## src/rtl/logic_lamp_bank.sv

```systemverilog
// logic_lamp_bank: input side of a multi-input logic gate.
// Wire pulses toggle a shadow copy of the lamps every cycle. At the end of each
// fixed-length evaluation frame the shadow is committed to lamp_state, and eval
// flags a change. Too many toggle events in one frame latch a sticky overload
// that freezes lamp_state until logic_reset.
module logic_lamp_bank #(
    parameter int                    LAMP_COUNT   = 2,
    parameter int                    FRAME_CYCLES = 4,
    parameter int                    MAX_TOGGLES  = 8,
    parameter logic [LAMP_COUNT-1:0] INIT_STATE   = '0
) (
    input  logic                  clk,
    input  logic                  logic_reset,
    input  logic [LAMP_COUNT-1:0] toggle,
    output logic [LAMP_COUNT-1:0] lamp_state,
    output logic                  eval,
    output logic                  frame_end,
    output logic                  overload
);

    // A one-cycle frame still needs a 1-bit counter that simply stays at zero.
    localparam int FC_W  = (FRAME_CYCLES > 1) ? $clog2(FRAME_CYCLES) : 1;
    localparam int TC_W  = $clog2(MAX_TOGGLES + 2);
    localparam int PC_W  = $clog2(LAMP_COUNT + 1);
    // One spare bit so that tc + pc can never wrap before it is compared.
    localparam int SUM_W = ((TC_W > PC_W) ? TC_W : PC_W) + 1;

    localparam logic [FC_W-1:0]  FC_LAST = FC_W'(FRAME_CYCLES - 1);
    localparam logic [SUM_W-1:0] SUM_MAX = SUM_W'(MAX_TOGGLES);
    localparam logic [SUM_W-1:0] SUM_SAT = SUM_W'(MAX_TOGGLES + 1);
    localparam logic [TC_W-1:0]  TC_SAT  = TC_W'(MAX_TOGGLES + 1);

    logic [LAMP_COUNT-1:0] shadow_q, shadow_d;
    logic [LAMP_COUNT-1:0] lamp_q, lamp_d;
    logic [FC_W-1:0]       fc_q, fc_d;
    logic [TC_W-1:0]       tc_q, tc_d;
    logic                  eval_q, eval_d;
    logic                  frame_end_q, frame_end_d;
    logic                  overload_q, overload_d;

    logic [PC_W-1:0]       pc;
    logic [SUM_W-1:0]      tc_sum;
    logic                  commit;
    logic                  over_now;

    // Count how many lamps are pulsed this cycle; each pulsed lamp is one event.
    always_comb begin
        // NOTE: every always_comb output gets a default first so no path can infer a latch.
        pc = '0;
        for (int i = 0; i < LAMP_COUNT; i++) begin
            pc = pc + PC_W'(toggle[i]);
        end
    end

    assign tc_sum   = SUM_W'(tc_q) + SUM_W'(pc);
    assign commit   = (fc_q == FC_LAST);
    assign over_now = (tc_sum > SUM_MAX);

    // Next-state logic: shadow, frame/toggle counters, overload and commit outputs.
    always_comb begin
        shadow_d    = shadow_q ^ toggle;
        fc_d        = commit ? '0 : fc_q + FC_W'(1);
        overload_d  = overload_q | over_now;
        lamp_d      = lamp_q;
        eval_d      = 1'b0;
        frame_end_d = commit;

        if (commit) begin
            tc_d = '0;
        end else if (tc_sum >= SUM_SAT) begin
            tc_d = TC_SAT;
        end else begin
            tc_d = tc_sum[TC_W-1:0];
        end

        // Include the commit cycle's own toggles; an overload landing on this
        // same edge already blocks the update.
        if (commit && !overload_d) begin
            lamp_d = shadow_d;
            eval_d = (shadow_d != lamp_q);
        end
    end

    // State registers with asynchronous clear; reset discards pending shadow changes.
    always_ff @(posedge clk or posedge logic_reset) begin
        if (logic_reset) begin
            shadow_q    <= INIT_STATE;
            lamp_q      <= INIT_STATE;
            fc_q        <= '0;
            tc_q        <= '0;
            eval_q      <= 1'b0;
            frame_end_q <= 1'b0;
            overload_q  <= 1'b0;
        end else begin
            // NOTE: non-blocking assignments so every register samples pre-edge values.
            shadow_q    <= shadow_d;
            lamp_q      <= lamp_d;
            fc_q        <= fc_d;
            tc_q        <= tc_d;
            eval_q      <= eval_d;
            frame_end_q <= frame_end_d;
            overload_q  <= overload_d;
        end
    end

    assign lamp_state = lamp_q;
    assign eval       = eval_q;
    assign frame_end  = frame_end_q;
    assign overload   = overload_q;

endmodule

```

## config.mk

```make
export PLATFORM = sky130hd
export DESIGN_NAME = logic_lamp_bank
export DESIGN_NICKNAME = d
export VERILOG_FILES = /design/src/rtl/logic_lamp_bank.sv
export SDC_FILE = /design/constraint.sdc
export NUM_CORES = 1
export LEC_CHECK = 0
export ABC_AREA = 1
export CORE_AREA = 2 2 39 41
export CTS_BUF_LIST = sky130_fd_sc_hd__clkbuf_16
export DETAILED_ROUTE_END_ITERATION = 7
export DIE_AREA = 0 0 41 43
export PLACE_DENSITY = 0.71
export SLEW_MARGIN = 15
export SYNTH_ARGS = -nofsm -noshare
export SYNTH_HDL_FRONTEND = slang
export SYNTH_SLANG_ARGS = --single-unit
```

## constraint.sdc

```tcl
create_clock -name clk -period 2.1 [get_ports clk]
set_input_delay 0.21 -clock clk [delete_from_list [all_inputs] [get_ports clk]]
set_output_delay 0.21 -clock clk [all_outputs]
set_load 0.02 [all_outputs]
```

Word-level counts from Yosys, hierarchy flattened
Index checks and enable logic that the tools add are counted.
{"block": "totals", "ff_bits": 13, "latch_bits": 0, "ram_bits": 0, "mem_bits_ro": 0, "in_bits": 4, "word_cells": 22, "n_memories": 0}
{"block": "op_classes", "n_addsub": 3, "multipliers": 0, "div": 0, "magnitude_cmp": 2, "n_eq_ne": 2, "shifts": 0, "muxes": 4, "bitwise": 2, "reduce_logical": 2}
{"operator": "4-bit 2-to-1 mux", "n": 2}
{"operator": "4-bit by 2-bit adder with 5-bit output", "n": 1}
{"operator": "5-bit by 4-bit >= comparator with 1-bit output, second input constant", "n": 1}
{"operator": "5-bit by 4-bit > comparator with 1-bit output, second input constant", "n": 1}
{"operator": "1-bit by 1-bit adder with 2-bit output", "n": 1}
{"operator": "2-bit by 1-bit adder with 2-bit output, second input constant", "n": 1}
{"operator": "2-bit equality test, second input constant", "n": 1}
{"operator": "2-bit 2-to-1 mux", "n": 1}
{"operator": "2-bit inequality test", "n": 1}
{"operator": "2-bit XOR", "n": 1}
{"operator": "1-bit logical AND", "n": 1}
{"operator": "1-bit zero test", "n": 1}
{"operator": "1-bit 2-to-1 mux", "n": 1}
{"operator": "1-bit OR", "n": 1}

Logic depth before layout (Yosys ltp)
{"block": "logic_depth", "word_depth": 7, "ltp_mapped": 10, "depth_no_buf": 10}

Worst setup path after synthesis
No wires, ideal clock.
{"block": "synth_path", "path_type": "flip-flop to flip-flop", "start": "register tc_q[0]", "end": "register lamp_q[0], in the netlist lamp_state[0]", "arrival_ps": 1544, "required_ps": 1983, "setup_slack_ps": 438, "path_stages_with_launch": 9, "n_path_buf": 0, "period_less_slack_ps": 1662, "cell_sequence": "dfrtp_1 > fa_1 > ha_1 > nor2_1 > nand3_2 > nand2_4 > nand3_4 > nand2_1 > nand2_1"}
{"block": "synth_between", "elab_chain_len": 5}
{"item": "from (decl)", "line": "36", "source": "logic [TC_W-1:0] tc_q, tc_d;"}
{"item": "from (signal assigned)", "line": "99", "source": "tc_q <= tc_d;"}
{"item": "4-bit by 2-bit adder with 5-bit output", "line": "55", "source": "assign tc_sum = SUM_W'(tc_q) + SUM_W'(pc);"}
{"item": "5-bit by 4-bit > comparator with 1-bit output", "line": "57", "source": "assign over_now = (tc_sum > SUM_MAX);"}
{"item": "1-bit OR", "line": "63", "source": "overload_d = overload_q | over_now;"}
{"item": "1-bit zero test", "line": "78", "source": "if (commit && !overload_d) begin"}
{"item": "1-bit logical AND", "line": "78"}
{"item": "to (signal assigned)", "line": "97", "source": "lamp_q <= lamp_d;"}
{"item": "to (decl)", "line": "34", "source": "logic [LAMP_COUNT-1:0] lamp_q, lamp_d;"}
Every way passes these cells.
A chain may end at the register's enable or synchronous reset.

Worst setup path after layout
{"block": "layout_path", "start": "input port toggle[0]", "end": "register lamp_q[1], in the netlist lamp_state[1]"}
{"block": "layout_between", "elab_chain_len": 6}
{"item": "from (decl)", "line": "14", "source": "input logic [LAMP_COUNT-1:0] toggle,"}
{"item": "1-bit by 1-bit adder with 2-bit output", "line": "51", "source": "pc = pc + PC_W'(toggle[i]);"}
{"item": "4-bit by 2-bit adder with 5-bit output", "line": "55"}
{"item": "5-bit by 4-bit > comparator with 1-bit output", "line": "57"}
{"item": "1-bit OR", "line": "63"}
{"item": "1-bit zero test", "line": "78"}
{"item": "1-bit logical AND", "line": "78"}
Every way passes these cells.

==> impl_results.md <==
* Worst Hold Class: input port to async pin
* GRT Total Usage at 0.136
* Antenna fix cells at 0
* Clk sinks at 13
* Post-CTS sizing at 0
* Routed len/inst at 11.0 um
* Slew @ Worst Pin at 0.476 ns
* Ys Warns at 0
* Reg2reg end: lamp_state[1]
* Worst setup SP type: input port
* Top area cells in the synthesized netlist: dfrtp_1 (55%), nand2_1 (6.4%), xor2_1 (6.0%)
* First-pass GRT wire length at 1.56 mm
* CP Max Fanout at 6
* Max clock buf depth at 2
* Port Buf Inserts at 8
* CP peak stage delay at 0.45 ns
* Clock skew at 0.00242 ns
* CP bufs+invs at 1
* Cell with the most instances after synthesis: dfrtp_1
* Worst slew margin at 0.682
* Post-synth top cells: dfrtp_1 (13), nand2_1 (10), inv_1 (8)
* # nets final at 78
* TritonCTS clock tree: built
* RR Startpoint: tc_q[0]
* Starting Density at 0.424
* Cell-by-cell trace of the critical path: clkdlybuf4s50_1, fa_1, ha_1, nor2_1, nand3_2, nand2_4, nand3_4, nand2_1, nand2_1
* Number of global-route vias before repair at 388
* Vias per cell at 4.74
* Total negative slack at 0 ns
* LEAKAGE at 0.000398 uW
* Worst-path clk slew at 0.04 ns
* Final hold vios at 0
* CP max-delay cell: clkdlybuf4s50_1
* Total grt overflow at 0
* Peak supply drop at 0.000450 V
* Fraction of the yosys area taken by sequential cells at 0.554
* Synthesized cell area at 587 um2
* Internal reg-to-reg setup slack at 0.38 ns
* DRT Wirelength at 946 um
* Synth top area share at 0.554
* Yosys reg bits at 13
* Delay-heaviest family, CP: adder cells
* Synth area leader: dfrtp_1
* Outcome: complete, no violations
* Core area at 1380 um2
* Fmax achieved at 0.543 GHz
* Period utilisation layout at 0.877
* Tot Pwr at 720 uW
* Largest net degree at the start of global routing at 14
* Syn_area_per_cell at 10.7 um2
* Mapped Cells at 55
* Routability cong. at 0.721
* Dpl hpwl at 666 um
* Crit Path Category: input port to register
* P per Cell Area at 913 nW/um2
* Max-Cap Viols at 0
* Syn nets at 62
* Clock Latency Late Sink at 0.24 ns
* Die height at 43 um
* Die width at 41 um
* Main synth FF type: dfrtp_1
* Final Slew Violations at 0
* CP required at 2.23 ns
* Layout cells sized above 1 at 0.157
* DR pass1 iterations at 4
* Setup bufs post-CTS at 0
* Post-CTS Hold Fix Bufs at 0
* Worst reg-to-reg path cell count at 8
* Via count at 408
* Num rows at 14
* Initial drt markers at 5
* Area Overhead vs Synth at 34.3%
* Die area at 1760 um2
* H-tree lvl count at 1
* Number of remaining DRC errors at 0
* Count of cell types in the netlist at 15
* CTS Buf Count at 3
* EDFF count, synth at 0
* Endpoints failing setup at 0
* CP dominant cell by count: nand2_1
* Root Driver: clkbuf_16
* FFs w/ async S/R, synth at 1.00
* RSZ-0062 raised after global routing: no
* Critical path arrival at 1.97 ns
* I/O pin count at 9
* Worst setup EP type: register
* Post-route ant nets at 0
* Initial antenna violation count at 0
* Post-layout minimum cycle time at 1.84 ns
-- worst reg2reg max path, stage by stage (launching register included) --
cell     delay, ns
dfrtp_1       0.37
fa_1          0.38
ha_1          0.30
nor2_1        0.14
nand3_2       0.10
nand2_4       0.12
nand3_4       0.08
nand2_1       0.08
nand2_1       0.05
-- cells by family (layout without fill, tap and decap cells) --
kind of cell               after synthesis  after routing  synth area share
xor gates and xnor gates                 4              4            0.0597
and+or+nand+nor                         25             25             0.239
buffers and inverters                    8             23            0.0512
AOI/OAI and AO/OA                        2              2            0.0192
adders and majority gates                3              3            0.0768
DFF                                     13             13             0.554
-- layout make-up --
class	instances	area, um2
fillers	120	596
flip-flops and latches	13	325
multi-input cells	34	231
repair buffers	11	103
clock buffers	3	75.1
inverters	8	30.0
well taps	16	20.0
clock inverters	1	3.75
-- how the worst max path moves through the flow --
stage,start,endpoint,slack [ns],cells past startpoint
floorplan,tc_q[0],lamp_state[0],0.44,8
global placement,toggle[0],lamp_state[0],0.008,9
detailed placement,toggle[0],lamp_state[1],0.0004,9
CTS,toggle[0],lamp_state[1],0.23,9
global route,toggle[0],lamp_state[0],0.14,9
finish,toggle[0],lamp_state[1],0.26,9
-- power breakdown --
group | internal (uW) | switching, uW | total, uW
combinational | 38.1 | 53.9 | 92.1
sequential | 275 | 10.2 | 285
clock | 250 | 92.7 | 343
total | 563 | 157 | 720
-- metal layers --
metal  wire length (um)  track usage  up-vias  share of wire
li1                   -            -      206              -
met1                441        0.174      190           0.47
met2                459        0.191        8           0.49
met3                 26       0.0471        4          0.027
met4                 18       0.0800        0          0.019
met5                  0            0        -              0
-- state kept, by name, indices dropped and copies added, names as in the netlist --
register,count
eval,1
fc_q,2
frame_end,1
lamp_state,2
overload,1
shadow_q,2
tc_q,4
-- through the flow --
stage | instance area [um2] | utilization | setup WS, ns | hold slack [ns] | std cells
after CTS | 788 | 0.570 | 0.229 | 0.320 | 86
after detailed placement | 709 | 0.513 | 0.000373 | 0.433 | 82
final | 788 | 0.570 | 0.258 | 0.300 | 86
after global placement | 709 | 0.513 | 0.00821 | 0.414 | 82
after global routing | 788 | 0.570 | 0.136 | 0.365 | 86
after floorplan | 587 | - | 0.438 | 0.0870 | 55
-- placed cells by master, fill, tap and decap left out --
master and n:
clkbuf_16 3, clkdlybuf4s50_1 8, nand2_1 10, inv_1 9, nor2_1 5, xor2_1 4
a31oi_1 1, buf_4 3, dfrtp_1 13, nand2_4 1, nand3_1 2, nand3_2 2
nor2_2 1, ha_1 2, nand4_1 3, fa_1 1, nand3_4 1, a21oi_1 1
No activity file was read; power rests on OpenSTA's default activity.
==> patch 1, RTL diff (same flow settings) <==
Make the reset (`logic_reset`) synchronous in one clocked block. Comments in the files are not updated.
--- a/src/rtl/logic_lamp_bank.sv
+++ b/src/rtl/logic_lamp_bank.sv
@@ -82,7 +82,7 @@
     end
 
     // State registers with asynchronous clear; reset discards pending shadow changes.
-    always_ff @(posedge clk or posedge logic_reset) begin
+    always_ff @(posedge clk) begin
         if (logic_reset) begin
             shadow_q    <= INIT_STATE;
             lamp_q      <= INIT_STATE;
Behaviour: differs if logic_reset is asserted again (counterexample within 10 cycles, from zero or initial values and one cycle with logic_reset high); with logic_reset held inactive, the same outputs for 10 cycles.
==> patch 1 against the original RTL <==
- sequential cell count unchanged
- largest cell class is now multi-input gates
- clock skew rose by 0.63 ps
- worst setup slack got worse by 120 ps
- core utilization is 2.6 points higher
- synthesized area increased by 1.9%
- final area up 4.6%
- via count up 23%
- routed wire length increased by 18%
- total power rose by 7.3%
- die area stayed put
==> patch 1: results (changes against the original RTL) <==
stage,metric,value,unit,change
global_route,largest net degree at the start of global routing,9,,-5
setup_path,critical path's top delay family,buffers and inverters,,
cells_and_area,layout cell share with drive strength beyond 1,18.1,%,+2.4 points
yosys,Syn Inst Count,76,,+38%
setup_path,reg2reg end,lamp_state[0],,
routing,routed vias,502,,+23%
yosys,Synth top cells by count,"19 x inv_1, 13 x dfxtp_1, 12 x nand2_1",,
global_route,met3 Use GR,3.14,%,-1.6 points
run_status,status,finished clean,,
yosys,ys flop type,dfxtp_1,,
timing,worst slew pin tran,313,ps,-164 ps
pwr,P_leak,0.000392,uW,-1.3%
cells_and_area,# nets final,102,,+31%
routing,met1 wire length,540,um,+22%
global_route,met1 Resource Use GR,23.1,%,+5.7 points
cells_and_area,fin cells,110,,+28%
placed_design,pre-CTS setup slack,-136,ps,-137 ps
setup_path,Worst R2R Setup Slack,360,ps,-20 ps
routing,1st-iter DRT viols,9,,+4
global_route,global-route wire length before repair,1940,um,+24%
global_route,vias in the first global route,453,,+17%
cells_and_area,fillcell total,128,,+6.7%
routing,DRT Pass-1 Iters,4,,unchanged
clock_tree,post_cts resized,0,,unchanged
setup_path,Crit Reg-Reg Startpoint,tc_q[0],,
global_route,met2 GRT Util,23.8,%,+4.7 points
setup_path,Worst path max stage delay,470,ps,+20 ps
setup_path,Arrival @ worst endpoint,2100,ps,+130 ps
setup_path,largest fanout on the critical path,8,,+2
global_route,gr usage total,16.3,%,+2.7 points
yosys,largest cells by area after synthesis,"dfxtp_1 44%, inv_1 12%, nand2_1 7.5%",,
placed_design,routability cong.,0.764,,+6.0%
routing,DR WL/cell,10.2,um,-7.7%
pwr,VDD IR max,435,uV,-3.2%
yosys,post-synthesis sequential area ratio,43.5,%,-12 points
yosys,Synth async-reset ratio,0,%,-100 points
hold_path,worst hold path class,reg -> reg,,
timing,skew final,3.05,ps,+0.635 ps
yosys,syn_nets,83,,+34%
routing,metal3 WL,24,um,-7.7%
setup_path,FF-to-FF path depth,12,,+4
routing,met2 WL,548,um,+19%
placed_design,dpl hpwl,767,um,+15%
patch 1: cell count changes after synthesis, sizes merged, moves of 3 or more:
cell,change
nand2,+3
nand3,-3
nor2,+6
dfrtp,-13
dfxtp,+13
a21oi,+3
inv,+11
patch 1: layout make-up:
type	count	area [um2]	share of cell area (%)
sequential	13	260	31.6
clock buffer	3	75.1	9.10
timing repair buffer	14	125	15.2
inverter	19	71.3	8.65
multi-input combinational	44	269	32.6
tap	16	20.0	2.43
clock inverter	1	3.75	0.455
patch 1: per-stage QoR:
step / hold slack [ps] / TNS [ps] / instance area [um2] / power (uW)
6_report: 420 / 0 / 825 / 772
2_1_floorplan: 279 / 0 / 598 / 370
3_3_place_gp: 413 / -273 / 736 / 418
4_1_cts: 425 / 0 / 815 / 775
3_5_place_dp: 419 / -369 / 736 / 422
5_1_grt: 434 / 0 / 825 / 813
patch 1: how the worst max path moves through the flow:
stage | to | slack, ps | cells after the start | start
4_1_cts | lamp_state[1] | 50 | 14 | toggle[0]
2_1_floorplan | lamp_state[0] | 420 | 13 | tc_q[0]
6_report | lamp_state[0] | 130 | 13 | toggle[0]
3_3_place_gp | lamp_state[1] | -110 | 14 | toggle[0]
5_1_grt | lamp_state[0] | 8 | 14 | toggle[0]
3_5_place_dp | lamp_state[1] | -140 | 14 | toggle[0]
patch 1: logic make-up (layout without fill, tap and decap cells):
kind of cell    count (synthesis)  count (layout)  synth area share [%]
flops                          13              13                  43.5
buf+inv                        19              37                  11.9
simple gates                   32              32                  26.4
compound gates                  5               5                  4.81
xor+xnor                        4               4                  5.86
fa+ha+maj                       3               3                  7.53
patch 1: power by group:
group | internal [uW] | switching (uW)
Clock | 250 | 96.2
Combinational | 68.1 | 74.2
Sequential | 271 | 12.9
Total | 589 | 183
==> patch 2, RTL diff (same flow settings) <==
Made on the original files. The parameter `MAX_TOGGLES` goes from 8 to 16.
--- a/src/rtl/logic_lamp_bank.sv
+++ b/src/rtl/logic_lamp_bank.sv
@@ -6,7 +6,7 @@
 module logic_lamp_bank #(
     parameter int                    LAMP_COUNT   = 2,
     parameter int                    FRAME_CYCLES = 4,
-    parameter int                    MAX_TOGGLES  = 8,
+    parameter int                    MAX_TOGGLES  = 16,
     parameter logic [LAMP_COUNT-1:0] INIT_STATE   = '0
 ) (
     input  logic                  clk,
Check against the original RTL: same outputs for any inputs over 10 cycles, from zero or initial values and one cycle with logic_reset high; that may be too few to reach the edited logic, so the function may still have changed.
==> patch 2 against the original RTL <==
- final area increased by 9.0%
- total power rose by 4.7%
- first-iteration DRC count is 20% lower
- worst setup slack got worse by 150 ps
- synthesized area increased by 11%
- global-route usage is 1.5 points higher
- critical path depth stayed put
- count of clock-buffer cells in the layout stayed put
- routed wire length up 8.9%
- largest power group unchanged
- sequential cell count grew 1
==> patch 2: results (changes against the original RTL) <==
stage,metric,value,unit,change
run_status,status,finished clean,,
cells_and_area,# nets final,88,,+13%
yosys,Syn Inst Count,64,,+16%
cells_and_area,Largest register FFs,5,,+1
yosys,Synth top cells by count,"14 x dfrtp_1, 11 x nand2_1, 10 x inv_1",,
pwr,Flop pwr share,40.2,%,+0.6 points
placed_design,count of port buffers added during placement,8,,unchanged
clock_tree,post_cts resized,0,,unchanged
routing,metal3 WL,21,um,-19%
clock_tree,htree depth,1,,unchanged
pwr,VDD IR max,496,uV,+10%
placed_design,dpl cell area,781,um2,+10%
clock_tree,clock-pin slew on the worst setup and hold paths,40,ps,about the same
placed_design,pre-CTS setup slack,-127,ps,-128 ps
routing,final WL,1030,um,+8.9%
placed_design,cell count after placement,92,,+12%
setup_path,Arrival @ worst endpoint,2120,ps,+150 ps
clock_tree,CTS Root Cell,clkbuf_16,,
placed_design,dpl hpwl,771,um,+16%
routing,met2 WL,476,um,+3.7%
routing,DRT Pass-1 Iters,3,,-1
hold_path,worst hold path class,in -> async,,
yosys,Yosys cell types,16,,+1
timing,Max Transition Viols Final,0,,unchanged
global_route,gr usage total,15.1,%,+1.5 points
global_route,largest net degree at the start of global routing,15,,+1
setup_path,critical path's top delay family,adder cells,,
timing,skew final,1.52,ps,-0.897 ps
yosys,syn_nets,71,,+15%
pwr,P_leak,0.000442,uW,+11%
global_route,met3 Use GR,1.57,%,-3.1 points
setup_path,Worst R2R Setup Slack,230,ps,-150 ps
yosys,post-synthesis xor/xnor area fraction,6.73,%,+0.76 points
cells_and_area,layout cell share with drive strength beyond 1,16.3,%,+0.54 points
placed_design,routability cong.,0.717,,-0.60%
setup_path,crit path max-delay cell type,clkdlybuf4s50_1,,
routing,met1 wire length,485,um,+10%
timing,worst slew pin tran,496,ps,+19.9 ps
clock_tree,deepest clock path buffer count,2,,unchanged
cells_and_area,fin cells,96,,+12%
cells_and_area,Antenna Diode Count,0,,unchanged
yosys,Synth Area in Compound Gates,4.04,%,+2.1 points
routing,1st-iter DRT viols,4,,-1
global_route,global-route wire length before repair,1680,um,+7.5%
clock_tree,total CTS buffers,3,,unchanged
setup_path,largest fanout on the critical path,3,,-3
yosys,post-synthesis sequential area ratio,53.8,%,-1.6 points
routing,vias per inst,4.59,,-3.2%
global_route,met1 Resource Use GR,16.5,%,-0.91 points
cells_and_area,Top reg by flops,tc_q,,
pwr,clock-net power,355,uW,+3%
global_route,met2 GRT Util,22.5,%,+3.4 points
pwr,sw power,167,uW,+6.7%
yosys,largest cells by area after synthesis,"dfrtp_1 54%, nand2_1 6.3%, inv_1 5.8%",,
clock_tree,Post-CTS Setup Bufs,0,,unchanged
timing,Fmax,502,MHz,-7.5%
global_route,vias in the first global route,454,,+17%
yosys,Post-Synth Adder-Cell Area,6.92,%,-0.75 points
pwr,pwr/cell area,877,nW/um2,-4.0%
global_route,"Remaining Overflow, GRT",0,,unchanged
==> patch 2: changes by cell type after synthesis, moves of 2 or more <==
cell,delta
inv_1,+2
nand4_2,+2
nor2_1,+3
o21ai_1,+2
==> patch 2: path summary, 6_finish.rpt <==
kind / start / end / cells past startpoint
max: toggle[0] / tc_q[4] / 9
min: logic_reset / fc_q[0] / 2
max reg2reg: tc_q[0] / tc_q[4] / 8
min reg2reg: fc_q[0] / fc_q[0] / 1
max in group asynchronous: logic_reset / shadow_q[1] / 2
min in group clk: fc_q[0] / fc_q[0] / 1
==> patch 2: cell type report <==
type,count,area (um2)
Fill cell,111,524
Sequential cell,14,350
Multi-Input combinational cell,40,263
Timing Repair Buffer,12,110
Clock buffer,3,75.1
Inverter,10,37.5
Tap cell,16,20.0
Clock inverter,1,3.75
==> patch 2: metrics by stage <==
stage               hold WS (ps)  setup TNS [ps]
floorplan                   99.2               0
global placement             414            -578
detailed placement           429            -725
CTS                          319               0
global route                 386               0
finish                       293               0
